`config.mk`:
```
export PLATFORM = sky130hd
export DESIGN_NAME = ftq_queue
export DESIGN_NICKNAME = d
export VERILOG_FILES = /design/src/rtl/ftq_queue_pkg.sv /design/src/rtl/ftq_ptr.sv /design/src/rtl/ftq_queue.sv
export SDC_FILE = /design/constraint.sdc
export NUM_CORES = 1
export LEC_CHECK = 0
export ABC_AREA = 1
export BUFFER_PORTS_ARGS = -buffer_cell sky130_fd_sc_hd__buf_2
export CORE_ASPECT_RATIO = 0.8
export CORE_MARGIN = 2
export CORE_UTILIZATION = 65
export CTS_CLUSTER_DIAMETER = 120
export DETAILED_ROUTE_END_ITERATION = 8
export PLACE_DENSITY = 0.85
export SLEW_MARGIN = 10
export SYNTH_ARGS = -nofsm -noshare
export SYNTH_HDL_FRONTEND = slang
export SYNTH_SLANG_ARGS = --single-unit
```
`constraint.sdc`:
```
create_clock -name clk_i -period 6.84 [get_ports clk_i]
set_input_delay 2.052 -clock clk_i [delete_from_list [all_inputs] [get_ports clk_i]]
set_output_delay 2.052 -clock clk_i [all_outputs]
set_load 0.05 [all_outputs]
```
`src/rtl/ftq_queue_pkg.sv`:
```
// Shared configuration types and pointer helpers for the fetch target queue.
// Combinational helpers only; no state; no flow control.
// Live-range test works on pointers zero-extended to 32 bits with wrap modulo 2^w.
package ftq_queue_pkg;

    typedef struct packed {
        logic [31:0] VLEN;
        logic [31:0] FTQ_DEPTH;
    } cfg_t;

    localparam cfg_t EmptyCfg = '{VLEN: 32'd32, FTQ_DEPTH: 32'd8};

    // True when p lies in the half-open circular window [c, e) of a w-bit pointer space.
    function automatic logic ptr_in_range(input logic [31:0] p,
                                          input logic [31:0] c,
                                          input logic [31:0] e,
                                          input int unsigned w);
        logic [31:0] mask;
        mask = (32'h1 << w) - 32'h1;
        return ((p - c) & mask) < ((e - c) & mask);
    endfunction

endpackage

```
`src/rtl/ftq_ptr.sv`:
```
// Circular queue pointer with wrap bit: increment by one or load a new value.
// Registered output, zero cycles from control to next-state.
// Load has priority over increment; no backpressure of its own.
module ftq_ptr #(
    parameter int unsigned W = 4
) (
    input  logic         clk_i,
    input  logic         rst_i,
    input  logic         inc_i,
    input  logic         load_i,
    input  logic [W-1:0] load_val_i,
    output logic [W-1:0] ptr_o
);

    always_ff @(posedge clk_i or posedge rst_i) begin
        if (rst_i) begin
            ptr_o <= '0;
        end else if (load_i) begin
            ptr_o <= load_val_i;
        end else if (inc_i) begin
            ptr_o <= ptr_o + 1'b1;
        end
    end

endmodule

```
`src/rtl/ftq_queue.sv`:
```
// Fetch target queue: BPU enqueues fetch blocks, IFU fetches them, backend commits/redirects.
// Enqueue visible to IFU one cycle later (no bypass); IFU outputs read combinationally.
// bpu_ready_o = !full_o, independent of commit_i. Optional FTQ_PERF_EN adds stall_cnt_o.
module ftq_queue
    import ftq_queue_pkg::*;
#(
    parameter cfg_t Cfg = EmptyCfg,
    localparam int unsigned IdxW = $clog2(Cfg.FTQ_DEPTH),
    localparam int unsigned PtrW = IdxW + 1
) (
    input  logic                clk_i,
    input  logic                rst_i,
    input  logic                bpu_valid_i,
    output logic                bpu_ready_o,
    input  logic [Cfg.VLEN-1:0] bpu_pc_i,
    input  logic                bpu_taken_i,
    input  logic [Cfg.VLEN-1:0] bpu_target_i,
    output logic [IdxW-1:0]     bpu_idx_o,
    output logic                ifu_valid_o,
    input  logic                ifu_ready_i,
    output logic [Cfg.VLEN-1:0] ifu_pc_o,
    output logic                ifu_taken_o,
    output logic [Cfg.VLEN-1:0] ifu_target_o,
    output logic [IdxW-1:0]     ifu_idx_o,
    input  logic                commit_i,
    input  logic                redirect_i,
    input  logic [IdxW-1:0]     redirect_idx_i,
    output logic                full_o,
    output logic                empty_o
`ifdef FTQ_PERF_EN
    ,
    output logic [31:0]         stall_cnt_o
`endif
);

    typedef logic [IdxW-1:0] ftq_idx_t;
    typedef logic [PtrW-1:0] ftq_ptr_t;

    typedef struct packed {
        logic [Cfg.VLEN-1:0] pc;
        logic                taken;
        logic [Cfg.VLEN-1:0] target;
    } ftq_entry_t;

    ftq_entry_t mem [0:(1 << IdxW) - 1];

    ftq_ptr_t enq_ptr, fetch_ptr, commit_ptr;
    ftq_ptr_t redir_ptr, redir_next;
    ftq_idx_t enq_idx, fetch_idx, commit_idx;
    logic     enq_fire, fetch_fire;
    logic     redir_wrap;

    assign enq_idx    = enq_ptr[IdxW-1:0];
    assign fetch_idx  = fetch_ptr[IdxW-1:0];
    assign commit_idx = commit_ptr[IdxW-1:0];

    assign full_o      = (enq_idx == commit_idx) && (enq_ptr[PtrW-1] != commit_ptr[PtrW-1]);
    assign empty_o     = (enq_ptr == commit_ptr);
    assign bpu_ready_o = !full_o;
    assign ifu_valid_o = (fetch_ptr != enq_ptr);
    assign bpu_idx_o   = enq_idx;
    assign ifu_idx_o   = fetch_idx;

    assign enq_fire   = bpu_valid_i && bpu_ready_o && !redirect_i;
    assign fetch_fire = ifu_valid_o && ifu_ready_i && !redirect_i;

    // Indices at or above the commit index belong to the commit lap; below it, to the next lap.
    assign redir_wrap = (redirect_idx_i >= commit_idx) ? commit_ptr[PtrW-1] : ~commit_ptr[PtrW-1];
    assign redir_ptr  = {redir_wrap, redirect_idx_i};
    assign redir_next = redir_ptr + 1'b1;

    ftq_ptr #(.W(PtrW)) u_enq_ptr (
        .clk_i      (clk_i),
        .rst_i      (rst_i),
        .inc_i      (enq_fire),
        .load_i     (redirect_i),
        .load_val_i (redir_next),
        .ptr_o      (enq_ptr)
    );

    ftq_ptr #(.W(PtrW)) u_fetch_ptr (
        .clk_i      (clk_i),
        .rst_i      (rst_i),
        .inc_i      (fetch_fire),
        .load_i     (redirect_i),
        .load_val_i (redir_next),
        .ptr_o      (fetch_ptr)
    );

    ftq_ptr #(.W(PtrW)) u_commit_ptr (
        .clk_i      (clk_i),
        .rst_i      (rst_i),
        .inc_i      (commit_i),
        .load_i     (1'b0),
        .load_val_i ('0),
        .ptr_o      (commit_ptr)
    );

    always_ff @(posedge clk_i) begin
        if (enq_fire) begin
            mem[enq_idx] <= '{pc: bpu_pc_i, taken: bpu_taken_i, target: bpu_target_i};
        end
    end

    assign ifu_pc_o     = mem[fetch_idx].pc;
    assign ifu_taken_o  = mem[fetch_idx].taken;
    assign ifu_target_o = mem[fetch_idx].target;

`ifdef FTQ_PERF_EN
    always_ff @(posedge clk_i or posedge rst_i) begin
        if (rst_i) begin
            stall_cnt_o <= '0;
        end else if (redirect_i) begin
            stall_cnt_o <= '0;
        end else if (bpu_valid_i && full_o && (stall_cnt_o != 32'hFFFF_FFFF)) begin
            stall_cnt_o <= stall_cnt_o + 32'd1;
        end
    end
`endif

    a_commit_fetched: assert property (@(posedge clk_i) disable iff (rst_i)
        commit_i |-> (commit_ptr != fetch_ptr));

    a_redirect_live: assert property (@(posedge clk_i) disable iff (rst_i)
        redirect_i |-> ptr_in_range(32'(redir_ptr), 32'(commit_ptr), 32'(enq_ptr), PtrW));

endmodule

```
==> metrics.md <==
| Metric | Value |
|---|---|
| Status | `completed` |
| Crit-path cells | `inv_4 -> buf_4 -> nor2_1 -> o22ai_1 -> nand2_1 -> nand2_1 -> buf_2` |
| Internal Power | `5.85 mW` |
| Pwr Density | `approximately 380 nW/µm²` |
| Routed vias | `about 13000` |
| Crit-path most repeated cell | `nand2_1` |
| Synth Cell Area | `21100 µm²` |
| Post-CTS setup buffer count | `0` |
| Fin crit period | `~5400 ps` |
| Setup violations, final | `0` |
| Period utilization | `0.788` |
| DR iter-0 viols | `between 1000 and 1500` |
| Leak | `about 8.5 nW` |
| Clk buf depth | `3` |
| # port buffers | `148` |
| Total CTS buffers | `between 40 and 50` |
| Sequential area share after synthesis | `0.753` |
| DRT Pass-1 Iters | `6` |
| Register area | `roughly 16000 µm²` |
| Area contributors post-synth | `edfxtp_1 74%, mux2i_1 6.2%, nand2_1 4.4%, o22ai_1 3.8%, o21ai_0 3.1%` |
| Commonest cells after routing, fill and taps aside | `520 x edfxtp_1, 246 x nand2_1, 148 x buf_2` |
| Arr. time, crit path | `~3300 ps` |
| Clock slew at reported path FFs | `about 60 ps` |
| Total GRT Usage | `0.259` |
| Worst min-delay path class | `reg2reg` |
| Worst clock skew | `between 15 and 20 ps` |
| Synthesized area per cell | `14.3 µm²` |
| Worst Tran Pin Value | `~1100 ps` |
| Syn. warnings | `0` |
| Layout area overhead | `11.8%` |
| Die Width | `~210 µm` |
| RePlAce Congestion | `0.832` |
| Final nets | `between 1500 and 2000` |
| # hold bufs at CTS | `0` |
| CP max FO | `69` |
| DP HPWL | `about 24000 µm` |
| Switching share of power | `0.354` |
| Startpoint Class | `flip-flop` |
| Max incr delay on CP | `680 ps` |
| Combinational Power Share | `0.287` |
| Yosys reg bits | `532` |
| Peak Freq | `roughly 190 MHz` |
| Wire length of the first global-routing pass | `roughly 67000 µm` |
| Share of the synthesized area in the top cell type | `0.738` |
| RSZ-0062 raised after global routing | `false` |
| Fillers | `about 1900` |
| Top cell family by delay on the critical path | `buffers and inverters` |
| Peak VDD IR | `approximately 0.31 mV` |
| Setup TNS | `0 ps` |
| Post-route insts no fill | `2070` |
| Biggest area consumer among synthesized cells | `edfxtp_1` |
| Die H | `approximately 170 µm` |
| Full die area | `roughly 34000 µm²` |
| Boundary pin count | `between 100 and 150` |
| CP endpoint kind | `output pin` |
| Post_cts resized | `0` |
| Final wirelength | `~44000 µm` |
| FP Rows | `a little under 60` |
| Commonest non-fill, non-tap cell in the layout | `edfxtp_1` |
| DRC Markers | `0` |
| Worst setup path class | `reg2out` |
| Area occupied by multi-input gates | `4660 µm²` |
| Clock root cell | `clkbuf_16` |
| Core Util, Final | `0.733` |
| Relative slew slack | `0.258` |
| Initial antenna violation count | `7` |
| Vias/cell | `just over 6` |
| Congestion Overflow GR | `0` |
| CTS tree | `built` |
| Buffers and inverters on the worst path | `3` |
| CP Data Required Time | `between 4000 and 5000 ps` |
| Number of global-route vias before repair | `roughly 12000` |
| Syn nets | `about 1600` |
| Remaining antenna violation count | `0` |
| Pins Over Slew Limit | `0` |
| Seq pwr share | `0.431` |
| Reported max-cap violation count | `0` |
| Initial Utilization | `0.656` |
| Largest net degree at the start of global routing | `95` |
| Clock Latency Late Sink | `560 ps` |
| Placed cells | `approximately 2000` |
| CTS H-tree lvls | `2` |
| Syn Inst Count | `between 1000 and 1500` |
| Synth cell types | `27` |
| Final Hold Fails | `0` |
| Clk pwr share | `0.282` |
| Wirelength per Cell | `21.3 µm` |
| Fraction of layout cells with a size suffix above 1 | `0.160` |
| CTS sink cnt | `532` |
| Core Footprint | `32300 µm²` |
| Slowest-stage cell, CP | `inv_4` |
| Switching Power | `around 3.2 mW` |
## worst reg2reg max path: cells and delay by family, from the launching register on
| family | cells | cell delay (ps) |
|---|---|---|
| AND/OR/NAND/NOR | 5 | 1510 |
| buffers and inverters | 2 | 620 |
| flip-flops | 1 | 600 |
## path summary, 6_finish.rpt
check                                       from                     to  slack (ps)  cells after the start
min                        u_commit_ptr.ptr_o[2]  u_commit_ptr.ptr_o[2]         580                      2
min reg2reg                u_commit_ptr.ptr_o[2]  u_commit_ptr.ptr_o[2]         580                      2
max reg2reg                   u_enq_ptr.ptr_o[0]             mem[7][25]        3740                      7
max                         u_fetch_ptr.ptr_o[0]           ifu_pc_o[13]        1450                      7
min in group asynchronous                  rst_i     u_enq_ptr.ptr_o[2]        1490                      2
max in group asynchronous                  rst_i   u_fetch_ptr.ptr_o[1]        4990                      2
## final cells by class
| class | count | area share |
|---|---|---|
| flip-flops and latches | 532 | 0.673 |
| multi-input cells | 830 | 0.197 |
| clock buffers | 56 | 0.0530 |
| repair buffers | 171 | 0.0407 |
| well taps | 427 | 0.0226 |
| clock inverters | 28 | 0.00952 |
| inverters | 19 | 0.00312 |
| diodes | 7 | 0.000741 |
## cells in the mapped netlist
cell type / instances
edfxtp_1: 520
ha_1: 7
o22ai_1: 130
a21oi_1: 4
buf_6: 15
xor2_1: 6
nand4_1: 3
nand2_2: 2
nand3_1: 18
nand2_4: 1
buf_8: 1
inv_2: 3
xor2_2: 1
buf_1: 1
dfrtp_1: 12
buf_4: 11
buf_2: 25
nand2_1: 246
mux2i_1: 130
xnor2_1: 3
nand4_2: 1
o21ai_1: 5
inv_1: 16
o21ai_0: 131
clkbuf_1: 44
nor2_1: 141
nor2_2: 1
## cell families after synthesis
| group | synth area share |
|---|---|
| flops | 0.753 |
| simple gates | 0.0758 |
| compound gates | 0.0716 |
| mux | 0.0615 |
| buf+inv | 0.0299 |
| xor+xnor | 0.00450 |
| fa+ha+maj | 0.00414 |
## sequential cells by signal (all words and copies together) (netlist names)
signal,count
u_enq_ptr.ptr_o,4
u_fetch_ptr.ptr_o,4
mem,520
u_commit_ptr.ptr_o,4
## metal layers
metal,track usage,routed length (µm)
met1,0.353,17500
met2,0.431,21800
met3,0.0443,3590
met5,0,21
met4,0.0899,1140
## power by group through the flow
stage / sequential [mW] / clock, mW / combinational (mW)
floorplan: 3.88 / 0 / 2.05
global placement: 3.95 / 0 / 2.51
detailed placement: 3.96 / 0 / 2.57
CTS: 3.89 / 2.57 / 2.59
global route: 3.91 / 2.69 / 2.79
finish: 3.89 / 2.55 / 2.60
## metrics by stage
stage	total power, mW	cell area, µm²	worst slack (ps)	hold WS, ps
2_1_floorplan	5.93	21100	1240	510
3_3_place_gp	6.46	22200	2180	537
3_5_place_dp	6.53	22200	2070	538
4_1_cts	9.06	23600	1480	577
5_1_grt	9.40	23600	1370	605
6_report	9.04	23700	1450	581
Power figures use the tool's default switching activity.
